<file path="src/rtl/mem_seq_pkg.sv">
// Shared types and constants for the CU-side memory sequencer.
package mem_seq_pkg;

  typedef enum logic [2:0] {
    IDLE,
    RD,
    WAIT,
    CAPTURE,
    WR
  } state_e;

  localparam logic MUX_SEL_PC = 1'b0;
  localparam logic MUX_SEL_CU = 1'b1;
  localparam int   ADDR_W     = 8;
  localparam int   DATA_W     = 16;

endpackage

</file>
<file path="src/rtl/mem_access_seq.sv">
// Sequences one fetch, load or store at a time against MEMORY; owns IR and load-data register.
// Fetch/load done READ_LAT+2 cycles after accept, store done 1 cycle after; requests sampled only in IDLE.
module mem_access_seq
  import mem_seq_pkg::*;
#(
  parameter int READ_LAT = 1
) (
  input  logic              CLK100MHZ,
  input  logic              RST,
  input  logic              fetch_req,
  input  logic              ls_req,
  input  logic              ls_we,
  input  logic [ADDR_W-1:0] ls_addr,
  input  logic [DATA_W-1:0] ls_wdata,
  input  logic [DATA_W-1:0] mb_data_out,
  output logic              cu_mux_sel,
  output logic [ADDR_W-1:0] cu_addr,
  output logic              cu_read,
  output logic              cu_write,
  output logic [DATA_W-1:0] mem_wdata,
  output logic [DATA_W-1:0] ir,
  output logic [DATA_W-1:0] ld_data,
  output logic              fetch_done,
  output logic              ld_done,
  output logic              st_done,
  output logic              busy
);

  localparam int              CNT_W    = $clog2(READ_LAT + 1);
  localparam logic [CNT_W-1:0] CNT_INIT = CNT_W'(READ_LAT - 1);

  state_e              state_q, state_d;
  logic                is_load_q, is_load_d;
  logic                mux_q, mux_d;
  logic [ADDR_W-1:0]   addr_q, addr_d;
  logic [DATA_W-1:0]   wdata_q, wdata_d;
  logic [CNT_W-1:0]    cnt_q, cnt_d;
  logic [DATA_W-1:0]   ir_q, ir_d;
  logic [DATA_W-1:0]   ld_q, ld_d;

  always_ff @(posedge CLK100MHZ) begin
    if (RST) begin
      state_q   <= IDLE;
      is_load_q <= 1'b0;
      mux_q     <= MUX_SEL_PC;
      addr_q    <= '0;
      wdata_q   <= '0;
      cnt_q     <= '0;
      ir_q      <= '0;
      ld_q      <= '0;
    end else begin
      state_q   <= state_d;
      is_load_q <= is_load_d;
      mux_q     <= mux_d;
      addr_q    <= addr_d;
      wdata_q   <= wdata_d;
      cnt_q     <= cnt_d;
      ir_q      <= ir_d;
      ld_q      <= ld_d;
    end
  end

  always_comb begin
    state_d    = state_q;
    is_load_d  = is_load_q;
    mux_d      = mux_q;
    addr_d     = addr_q;
    wdata_d    = wdata_q;
    cnt_d      = cnt_q;
    ir_d       = ir_q;
    ld_d       = ld_q;
    cu_read    = 1'b0;
    cu_write   = 1'b0;
    fetch_done = 1'b0;
    ld_done    = 1'b0;
    st_done    = 1'b0;

    case (state_q)
      IDLE: begin
        // Load/store wins; a concurrent fetch stays pending until the next IDLE cycle.
        if (ls_req) begin
          state_d   = ls_we ? WR : RD;
          is_load_d = ~ls_we;
          mux_d     = MUX_SEL_CU;
          addr_d    = ls_addr;
          wdata_d   = ls_wdata;
        end else if (fetch_req) begin
          state_d   = RD;
          is_load_d = 1'b0;
          mux_d     = MUX_SEL_PC;
          addr_d    = ls_addr;
          wdata_d   = ls_wdata;
        end
      end
      RD: begin
        cu_read = 1'b1;
        cnt_d   = CNT_INIT;
        state_d = WAIT;
      end
      WAIT: begin
        if (cnt_q == '0) begin
          if (is_load_q) ld_d = mb_data_out;
          else           ir_d = mb_data_out;
          state_d = CAPTURE;
        end else begin
          cnt_d = cnt_q - CNT_W'(1);
        end
      end
      CAPTURE: begin
        fetch_done = ~is_load_q;
        ld_done    = is_load_q;
        state_d    = IDLE;
      end
      WR: begin
        cu_write = 1'b1;
        st_done  = 1'b1;
        state_d  = IDLE;
      end
      default: state_d = IDLE;
    endcase
  end

  assign cu_mux_sel = mux_q;
  assign cu_addr    = addr_q;
  assign mem_wdata  = wdata_q;
  assign ir         = ir_q;
  assign ld_data    = ld_q;
  assign busy       = (state_q != IDLE);

endmodule

</file>
<file path="config.mk">
export PLATFORM = sky130hd
export DESIGN_NAME = mem_access_seq
export DESIGN_NICKNAME = d
export VERILOG_FILES = /design/src/rtl/mem_seq_pkg.sv /design/src/rtl/mem_access_seq.sv
export SDC_FILE = /design/constraint.sdc
export NUM_CORES = 1
export LEC_CHECK = 0
export BUFFER_PORTS_ARGS = -buffer_cell sky130_fd_sc_hd__buf_2
export CORE_MARGIN = 4
export CORE_UTILIZATION = 30
export DETAILED_ROUTE_END_ITERATION = 12
export PLACE_DENSITY_LB_ADDON = 0.2
export SLEW_MARGIN = 15
export SYNTH_ARGS = -nofsm -noshare
export SYNTH_HDL_FRONTEND = slang
export SYNTH_SLANG_ARGS = --single-unit
export TNS_END_PERCENT = 1
</file>
<file path="constraint.sdc">
create_clock -name CLK100MHZ -period 2.2 [get_ports CLK100MHZ]
set_clock_uncertainty 0.2 [all_clocks]
set_input_delay 0.44 -clock CLK100MHZ [delete_from_list [all_inputs] [get_ports CLK100MHZ]]
set_output_delay 0.44 -clock CLK100MHZ [all_outputs]
set_load 0.05 [all_outputs]
</file>
* Word level (Yosys, flattened, before mapping)
Index checks and enable logic that the tools add are counted.
** Operators by class
- Bitwise operators :: 3
- Multiplexer cells :: 18
- $add $sub $neg :: 1
- Equal/unequal tests :: 6
- Reductions and logical operators :: 8
** Operators by type and width (count)
- $mux 16 :: 2
- $mux 8 :: 2
- $mux 3 :: 4
- $pmux 3 s3 :: 1
- $mux 1 :: 8
- $eq 3x2->1 const B :: 2
- $reduce_and 3->1 :: 2
- $reduce_and 2->1 :: 2
- $reduce_bool 2->1 :: 2
- $eq 3x1->1 const B :: 1
- $eq 3x3->1 const B :: 1
- $logic_not 3->1 :: 1
- $ne 3x3->1 const B :: 1
- $not 1->1 :: 3
- $reduce_bool 3->1 :: 1
- $ne 2x2->1 const B :: 1
- $pmux 1 s2 :: 1
- $sub 1x1->1 const B :: 1
** Storage, ports and cells
- Flip-flop bits (word level) :: 62
- Output and inout bits :: 63
- Word-level logic and storage cells :: 44

* Longest topological paths before layout
Gate-level depths: netlist of the first run.
- Depth in word-level cells :: 3
- Mapped depth :: 6
- Mapped depth without buffers :: 4

* Worst setup path before layout of the first run
No wires, ideal clock.
- Path kind :: reg-to-output
- From :: reg state_q[2]
- To :: out st_done
- Stages on the path, launching flop included :: 4
- Data required time :: 1.560 ns
- Buffers on the path :: 2
- Slack :: -0.520 ns
- Arrival time :: 2.080 ns
- Cell sequence :: dfxtp_1 buf_4 nor3b_1 buf_4
** On the way
- Word-level cells in the longest chain between the ends :: 2
** RTL lines
- start, declared :: line mem_access_seq.sv:32 : state_e state_q, state_d;
- start signal, assigned :: line mem_access_seq.sv:52 : state_q <= state_d;
- $eq 3x3->1
- $mux 1
- end, declared :: line mem_access_seq.sv:25 : output logic st_done,
No other way between the ends.

* Final worst setup path of the first run
- From :: reg state_q[0]
- To :: out fetch_done
** On the way
- Word-level cells in the longest chain between the ends :: 2
** RTL lines
- $eq 3x2->1 :: line mem_access_seq.sv:78 : case (state_q)
- $mux 1 :: line mem_access_seq.sv:78
- end, declared :: line mem_access_seq.sv:23 : output logic fetch_done,
No other way between the ends.

==> flow_summary.ini, run 1 <==
[floorplan]
die_x_um = 95.9
ioPinCount = 108
die_h_um = 95.9
rows = 31
initial_core_util = 0.315
die-area_sq_mm = 0.00920
core_area_sq_mm = 0.00737

[place]
dpl_cell_area_sq_mm = 0.00294
place_hpwl_um = 4390
gp_congestion = 0.712
place_inst = 470
port_buffers = 107

[synthesis]
synth_area_sq_mm = 0.00232
post_synth_main_area_contributors = dfxtp_1 53%, a21oi_1 13%, nand2_1 11%
ys_warn_count = 0
yosysTopAreaCellShare = 0.527
syn_nets = 326
postSynthAreaPerCell_sq_um = 8.25
synth_cells = 281
yosys.cell_types.count = 27
yosysTopAreaCell = dfxtp_1
ys_seq_area_frac = 0.527
ys_seq_elements = 61

[clock_network]
cts.clk_slew.worst_paths_ns = 0.07
cts_buffers = 9
clock_path_buffers = 2
worstSkewPairLatency_ns = 0.32
clockRootBuffer = clkbuf_8
post-cts-setup-buffers = 0
cts.sinks = 61
htreeDepth = 3
cts_tree = done
cts_hold_buf = 0
cts_resized = 0

[global_route]
grt_usage = 0.140
antenna_found_initial = 0
grt_pass1_vias = 2058
grt_max_degree = 35
overflow = 0
grt_pass1_wl_um = 9800

[route]
avgViaCountPerCell = 4.74
postRouteAntennaNets = 0
vias = 2303
wirelength_um = 6450
drt-pass1-iter-count = 4
drt_iter0_markers = 98
routedWlPerCell_um = 13.3
drcViolationCount = 0

[power_and_ir_drop]
ir_drop_v = 0.000511
power_density_mw_per_mm2 = 949
p_leak_nw = 1.39

[critical_path]
cp-end-kind = output port
critPathMaxFanout = 9
crit_path_start_kind = flip-flop
worstPathArrival_ns = 1.36
critPathKind = flip-flop to output port
required_ns = 1.56

[run]
timing.max_cap.violations = 0

[worst_hold_path]
hold_class = input pin to flip-flop

[cells_and_area]
layout_commonest_cell = buf_2
syn2layout_area_growth_pct = 36.3
drive_gt1_frac = 0.367
finalInstanceArea_sq_mm = 0.00316
final_cells = 486
final_cell_mix = 107 x buf_2, 66 x nand2_1, 58 x a21oi_1, 58 x dfxtp_1
fin_nets = 427
antennaDiodeCount = 0

[sta]
max_slew_margin = 0.643
max_freq_mhz = 499
rsz0062_at_grt = no
worst_pin_slew_ns = 0.536
hold_violations = 0
setup_viol_count_final = 0
period_needed_ns = 2.00
period_share = 0.910
drv_slew = 0

[outcome]
status = finished, final reports clean
-- where the power goes --
group / leakage, nW / internal, mW / switching [mW]
clock network: 0.105 / 0.631 / 0.441
registers: 0.499 / 1.18 / 0.0537
logic: 0.788 / 0.187 / 0.503
total: 1.39 / 2.00 / 0.997
-- final timing paths --
kind	cells past startpoint	startpoint	slack (ns)	to
max	2	state_q[0]$_SDFFE_PP0P_	0.20	fetch_done
min	2	ls_we	0.15	is_load_q$_SDFFE_PP0P_
max reg2reg	5	state_q[0]$_SDFFE_PP0P_	0.50	ir[7]$_SDFFE_PP0P_
min reg2reg	2	ld_data[9]$_SDFFE_PP0P_	0.25	ld_data[9]$_SDFFE_PP0P_
-- per-stage QoR --
| step | hold slack, ns | utilization | TNS [ns] | setup WS, ns | total power [mW] |
|---|---|---|---|---|---|
| floorplan | 0.343 | - | -0.576 | -0.484 | 1.77 |
| global placement | 0.239 | 0.399 | 0 | 0.412 | 1.95 |
| detailed placement | 0.245 | 0.399 | 0 | 0.398 | 1.96 |
| CTS | 0.126 | 0.428 | 0 | 0.0283 | 3.04 |
| global route | 0.120 | 0.429 | 0 | 0.0609 | 3.15 |
| finish | 0.145 | 0.429 | 0 | 0.197 | 3.00 |
-- cell families after synthesis --
family | Yosys count | synth area share
and+or+nand+nor | 106 | 0.221
AOI/OAI and AO/OA | 84 | 0.183
DFF | 61 | 0.527
buffers and inverters | 29 | 0.0653
xor gates and xnor gates | 1 | 0.00378
-- flip-flops by register name, indices dropped and copies added (netlist names) --
| signal | count |
|---|---|
| cu_mux_sel | 1 |
| cu_addr | 8 |
| state_q | 3 |
| is_load_q | 1 |
| ld_data | 16 |
| ir | 16 |
| mem_wdata | 16 |
-- layer usage --
metal / track usage / wire length (um) / vias to the layer above
met3: 0.0821 / 751 / 4
met2: 0.213 / 2960 / 96
met4: 0.0498 / 32 / 0
met1: 0.163 / 2700 / 1050
li1: - / - / 1153
met5: 0 / 0 / -
-- critical path: stages, from the launching register on --
cell,delay [ns]
dfxtp_2,0.43
nor4bb_1,0.30
buf_2,0.31
-- Yosys cell counts, drive strengths merged --
cell	number
or4b	1
nand3	24
nor3b	3
and4b	1
a21oi	58
xnor2	1
nor4	1
inv	2
o21ai	25
nand4bb	1
nor4bb	2
dfxtp	61
nand2	66
nor2	2
o32ai	1
or2	1
nand2b	1
clkbuf	15
buf	12
nor4b	1
nor3	2
-- cell type report --
type                    instances  area, sq um
fillers                       796         4210
flip-flops and latches         61         1220
multi-input cells             191          966
repair buffers                117          623
clock buffers                   9          124
well taps                      99          124
clock inverters                 7         90.1
inverters                       2         7.51
Power figures use the tool's default switching activity.
==> inputs of run 2 (changes only) <==
--- a/config.mk
+++ b/config.mk
@@ -5,6 +5,7 @@
 export SDC_FILE = /design/constraint.sdc
 export NUM_CORES = 1
 export LEC_CHECK = 0
+export ABC_AREA = 1
 export BUFFER_PORTS_ARGS = -buffer_cell sky130_fd_sc_hd__buf_2
 export CORE_MARGIN = 4
 export CORE_UTILIZATION = 30
==> flow_summary.ini, run 2 <==
[outcome]
status = finished, final reports clean

[route]
drcViolationCount = 0
drt-pass1-iter-count = 4
avgViaCountPerCell = 4.40
vias = 2391
postRouteAntennaNets = 0
wirelength_um = 6590
routedWlPerCell_um = 12.1
drt_iter0_markers = 129

[synthesis]
synth_area_sq_mm = 0.00244
yosysTopAreaCellShare = 0.501
ys_seq_elements = 61
synthFlopType = dfxtp_1
post_synth_main_area_contributors = dfxtp_1 50%, nand2_1 13%, nand4_1 8.5%
ys_seq_area_frac = 0.501
postSynthAreaPerCell_sq_um = 7.29
yosys-top-cells-count = 87 x nand2_1, 61 x dfxtp_1, 50 x nor2_1, 35 x a21oi_1, 33 x nand4_1
async_flop_share = 0
ys_warn_count = 0
synth_edf_count = 0
synth_cells = 334
yosysTopAreaCell = dfxtp_1
syn_nets = 379
synth.most_common_cell = nand2_1
yosys.cell_types.count = 14

[global_route]
grt_pass1_wl_um = 10700
grt_max_degree = 50
overflow = 0
grt_pass1_vias = 2268
grt_usage = 0.138
antenna_found_initial = 0

[run]
timing.max_cap.violations = 0

[cells_and_area]
drive_gt1_frac = 0.311
final_cells = 543
fillerInstances = 864
antennaDiodeCount = 0
final_cell_mix = 107 x buf_2, 87 x nand2_1, 61 x dfxtp_1
layout_commonest_cell = buf_2
syn2layout_area_growth_pct = 33.9
fin_nets = 481

[critical_path]
r2r_setup_slack_ns = 0.49
cp-end-kind = output port
critPathKind = flip-flop to output port
crit_path_start_kind = flip-flop
critPathMaxFanout = 6
worstPathArrival_ns = 1.38
reg2reg_depth = 5
required_ns = 1.56
r2r-start = state_q[1]$_SDFFE_PP0P_
r2r-end = ir[12]$_SDFFE_PP0P_

[place]
gp_congestion = 0.749
dpl_worst_slack_ns = 0.479
port_buffers = 107
place_hpwl_um = 4630
place_inst = 527

[clock_network]
worstSkewPairLatency_ns = 0.32
cts.sinks = 61
clockRootBuffer = clkbuf_8
clock_path_buffers = 2
htreeDepth = 3
cts_resized = 0
cts.clk_slew.worst_paths_ns = 0.07
cts_tree = done
cts_buffers = 9
post-cts-setup-buffers = 0
cts_hold_buf = 0

[sta]
whs_ns = 0.135
period_needed_ns = 2.02
hold_violations = 0
fin_ws_ns = 0.180
max_freq_mhz = 495
rsz0062_at_grt = no
period_share = 0.918
drv_slew = 0
max_slew_margin = 0.745
worst_pin_slew_ns = 0.382
setup_viol_count_final = 0

[floorplan]
die_h_um = 98.1
rows = 32
die_x_um = 98.1
die-area_sq_mm = 0.00963
initial_core_util = 0.312
core_area_sq_mm = 0.00781
ioPinCount = 108

[worst_hold_path]
hold_end = mem_wdata[7]$_SDFFE_PP0P_
whs_path_depth = 3
hold_class = input pin to flip-flop
hold_start = ls_wdata[7]

[power_and_ir_drop]
power_density_mw_per_mm2 = 946
ir_drop_v = 0.000360
p_leak_nw = 1.62
==> run 2: worst max-delay path: stages (launching register included) <==
cell and delay (ns):
dfxtp_1 0.40, inv_1 0.15, nor3_1 0.20, buf_2 0.31
==> run 2: layout make-up <==
type	instances	area (sq um)	share of cell area
clock buffer	12	165	0.0506
tap	102	128	0.0391
sequential	61	1220	0.374
multi-input combinational	216	967	0.297
timing repair buffer	116	616	0.189
inverter	32	120	0.0368
clock inverter	4	45.0	0.0138
==> run 2: worst max path at each step <==
stage,from,endpoint,slack (ns),cells after the start
floorplan,is_load_q$_SDFFE_PP0P_,ld_done,-0.14,3
global placement,state_q[1]$_SDFFE_PP0P_,ir[0]$_SDFFE_PP0P_,0.48,5
detailed placement,state_q[1]$_SDFFE_PP0P_,ir[12]$_SDFFE_PP0P_,0.48,5
CTS,state_q[1]$_SDFFE_PP0P_,ld_done,0.14,3
global route,state_q[1]$_SDFFE_PP0P_,cu_read,0.09,3
finish,state_q[1]$_SDFFE_PP0P_,ld_done,0.18,3
==> run 2: metrics by stage <==
step | area (sq um) | total power [mW] | utilization | setup TNS [ns]
after global placement | 3050 | 2.08 | 0.391 | 0
after global routing | 3260 | 3.27 | 0.418 | 0
after detailed placement | 3050 | 2.09 | 0.391 | 0
after CTS | 3260 | 3.15 | 0.418 | 0
final | 3260 | 3.09 | 0.418 | 0
after floorplan | 2450 | 1.89 | - | -0.213
==> run 2: power breakdown <==
| group | internal, mW | total, mW | switching (mW) |
|---|---|---|---|
| clock network | 0.610 | 1.03 | 0.424 |
| registers | 1.20 | 1.24 | 0.0438 |
| logic | 0.203 | 0.813 | 0.610 |
| total | 2.01 | 3.09 | 1.08 |
==> run 2: cell families after synthesis <==
kind of cell | share of synthesized area
AO/OA/AOI/OAI | 0.0760
buffers and inverters | 0.108
flip-flops | 0.501
AND/OR/NAND/NOR | 0.315
==> run 2: layer usage <==
layer  global-route usage  part of all wire  vias up
li1                     -                 -     1270
met1                0.171              0.46     1055
met2                0.223              0.47       55
met3               0.0357             0.055       11
met4               0.0650             0.017        0
met5                    0                 0        -
==> inputs of run 3 (changes only) <==
==> constraint.sdc (replaced) <==
create_clock -name CLK100MHZ -period 2.1 [get_ports CLK100MHZ]
set_clock_uncertainty 0.2 [all_clocks]
set_input_delay 0.42 -clock CLK100MHZ [delete_from_list [all_inputs] [get_ports CLK100MHZ]]
set_output_delay 0.42 -clock CLK100MHZ [all_outputs]
set_load 0.05 [all_outputs]
==> flow_summary.ini, run 3 (synthesis results as in run 2) <==
[cells_and_area]
layout_commonest_cell = buf_2
register_area_sq_mm = 0.00122
final_core_util = 0.412
antennaDiodeCount = 0
final_cell_mix = 107 x buf_2, 87 x nand2_1, 61 x dfxtp_1
drive_gt1_frac = 0.306
final_cells = 543
multiInputGateArea_sq_um = 967
finalInstanceArea_sq_mm = 0.00321
fillerInstances = 857
fin_nets = 483
syn2layout_area_growth_pct = 31.9

[place]
port_buffers = 107
gp_congestion = 0.746
place_hpwl_um = 4580
dpl_cell_area_sq_mm = 0.00307
place_inst = 529
dpl_worst_slack_ns = 0.446

[critical_path]
r2r_setup_slack_ns = 0.54
slowest_stage = dfxtp_1
path_cells = inv_1 > nor3_1 > buf_2
cpPeakStageDelay_ns = 0.39
crit_path_start_kind = flip-flop
cp.buffers_inverters = 2
critPathMaxFanout = 6
worst_path_dominant_cell_family = buffers and inverters
crit_cells = 3
critPathKind = flip-flop to output port
worstPathArrival_ns = 1.37
required_ns = 1.48
cp-end-kind = output port
reg2reg_depth = 5

[global_route]
grt_pass1_vias = 2295
overflow = 0
antenna_found_initial = 0
grt_max_degree = 50
grt_usage = 0.138
grt_pass1_wl_um = 10800

[route]
wirelength_um = 6570
drt_iter0_markers = 111
avgViaCountPerCell = 4.44
drcViolationCount = 0
routedWlPerCell_um = 12.1
postRouteAntennaNets = 0
vias = 2411
drt-pass1-iter-count = 5

[clock_network]
cts_tree = done
cts.clk_slew.worst_paths_ns = 0.07
cts_resized = 0
clockRootBuffer = clkbuf_8
cts.sinks = 61
clock_path_buffers = 2
worstSkewPairLatency_ns = 0.32
cts_buffers = 9
cts_hold_buf = 0
post-cts-setup-buffers = 0
htreeDepth = 3

[worst_hold_path]
hold_class = input pin to flip-flop
whs_path_depth = 3

[floorplan]
die_h_um = 98.1
initial_core_util = 0.312
core_area_sq_mm = 0.00781
ioPinCount = 108
die_x_um = 98.1
rows = 32
die-area_sq_mm = 0.00963

[run]
timing.max_cap.violations = 0

[sta]
fin_ws_ns = 0.105
drv_slew = 0
hold_violations = 0
max_slew_margin = 0.750
period_share = 0.950
setup_viol_count_final = 0
rsz0062_at_grt = no
worst_pin_slew_ns = 0.375
max_freq_mhz = 501
period_needed_ns = 1.99
totalNegativeSetupSlack_ns = 0
whs_ns = 0.116

[power_and_ir_drop]
p_leak_nw = 1.59
power_density_mw_per_mm2 = 933
ir_drop_v = 0.000357
total_power_mw = 3.00

[outcome]
status = finished, final reports clean
## run 3: path summary, 6_finish.rpt
check / end / startpoint
worst min-delay path: cu_addr[4]$_SDFFE_PP0P_ / ls_addr[4]
worst min register to register: ir[5]$_SDFFE_PP0P_ / ir[5]$_SDFFE_PP0P_
worst max register to register: ir[1]$_SDFFE_PP0P_ / state_q[1]$_SDFFE_PP0P_
worst max-delay path: ld_done / state_q[1]$_SDFFE_PP0P_
## run 3: metal layers
metal  GRT usage  vias to the layer above  part of all wire
li1            -                     1272                 -
met1       0.168                     1069              0.46
met2       0.223                       61              0.47
met3      0.0436                        9             0.059
met4      0.0639                        0             0.014
met5           0                        -                 0
## run 3: worst reg2reg max path, stage by stage, from the launching register on
cell     delay [ns]
dfxtp_1        0.39
buf_4          0.36
nand3_1        0.16
buf_4          0.20
nand2_1        0.07
a21oi_1        0.06
## run 3: report_power, final
group	switching, mW	total [mW]	internal (mW)
sequential	0.0470	1.30	1.25
combinational	0.641	0.859	0.218
clock	0.428	0.838	0.410
total	1.12	3.00	1.88
## run 3: final cells by class
class | count | area share
multi-input cells | 216 | 0.301
flip-flops and latches | 61 | 0.380
repair buffers | 118 | 0.196
clock inverters | 3 | 0.00467
clock buffers | 11 | 0.0409
inverters | 32 | 0.0374
well taps | 102 | 0.0397
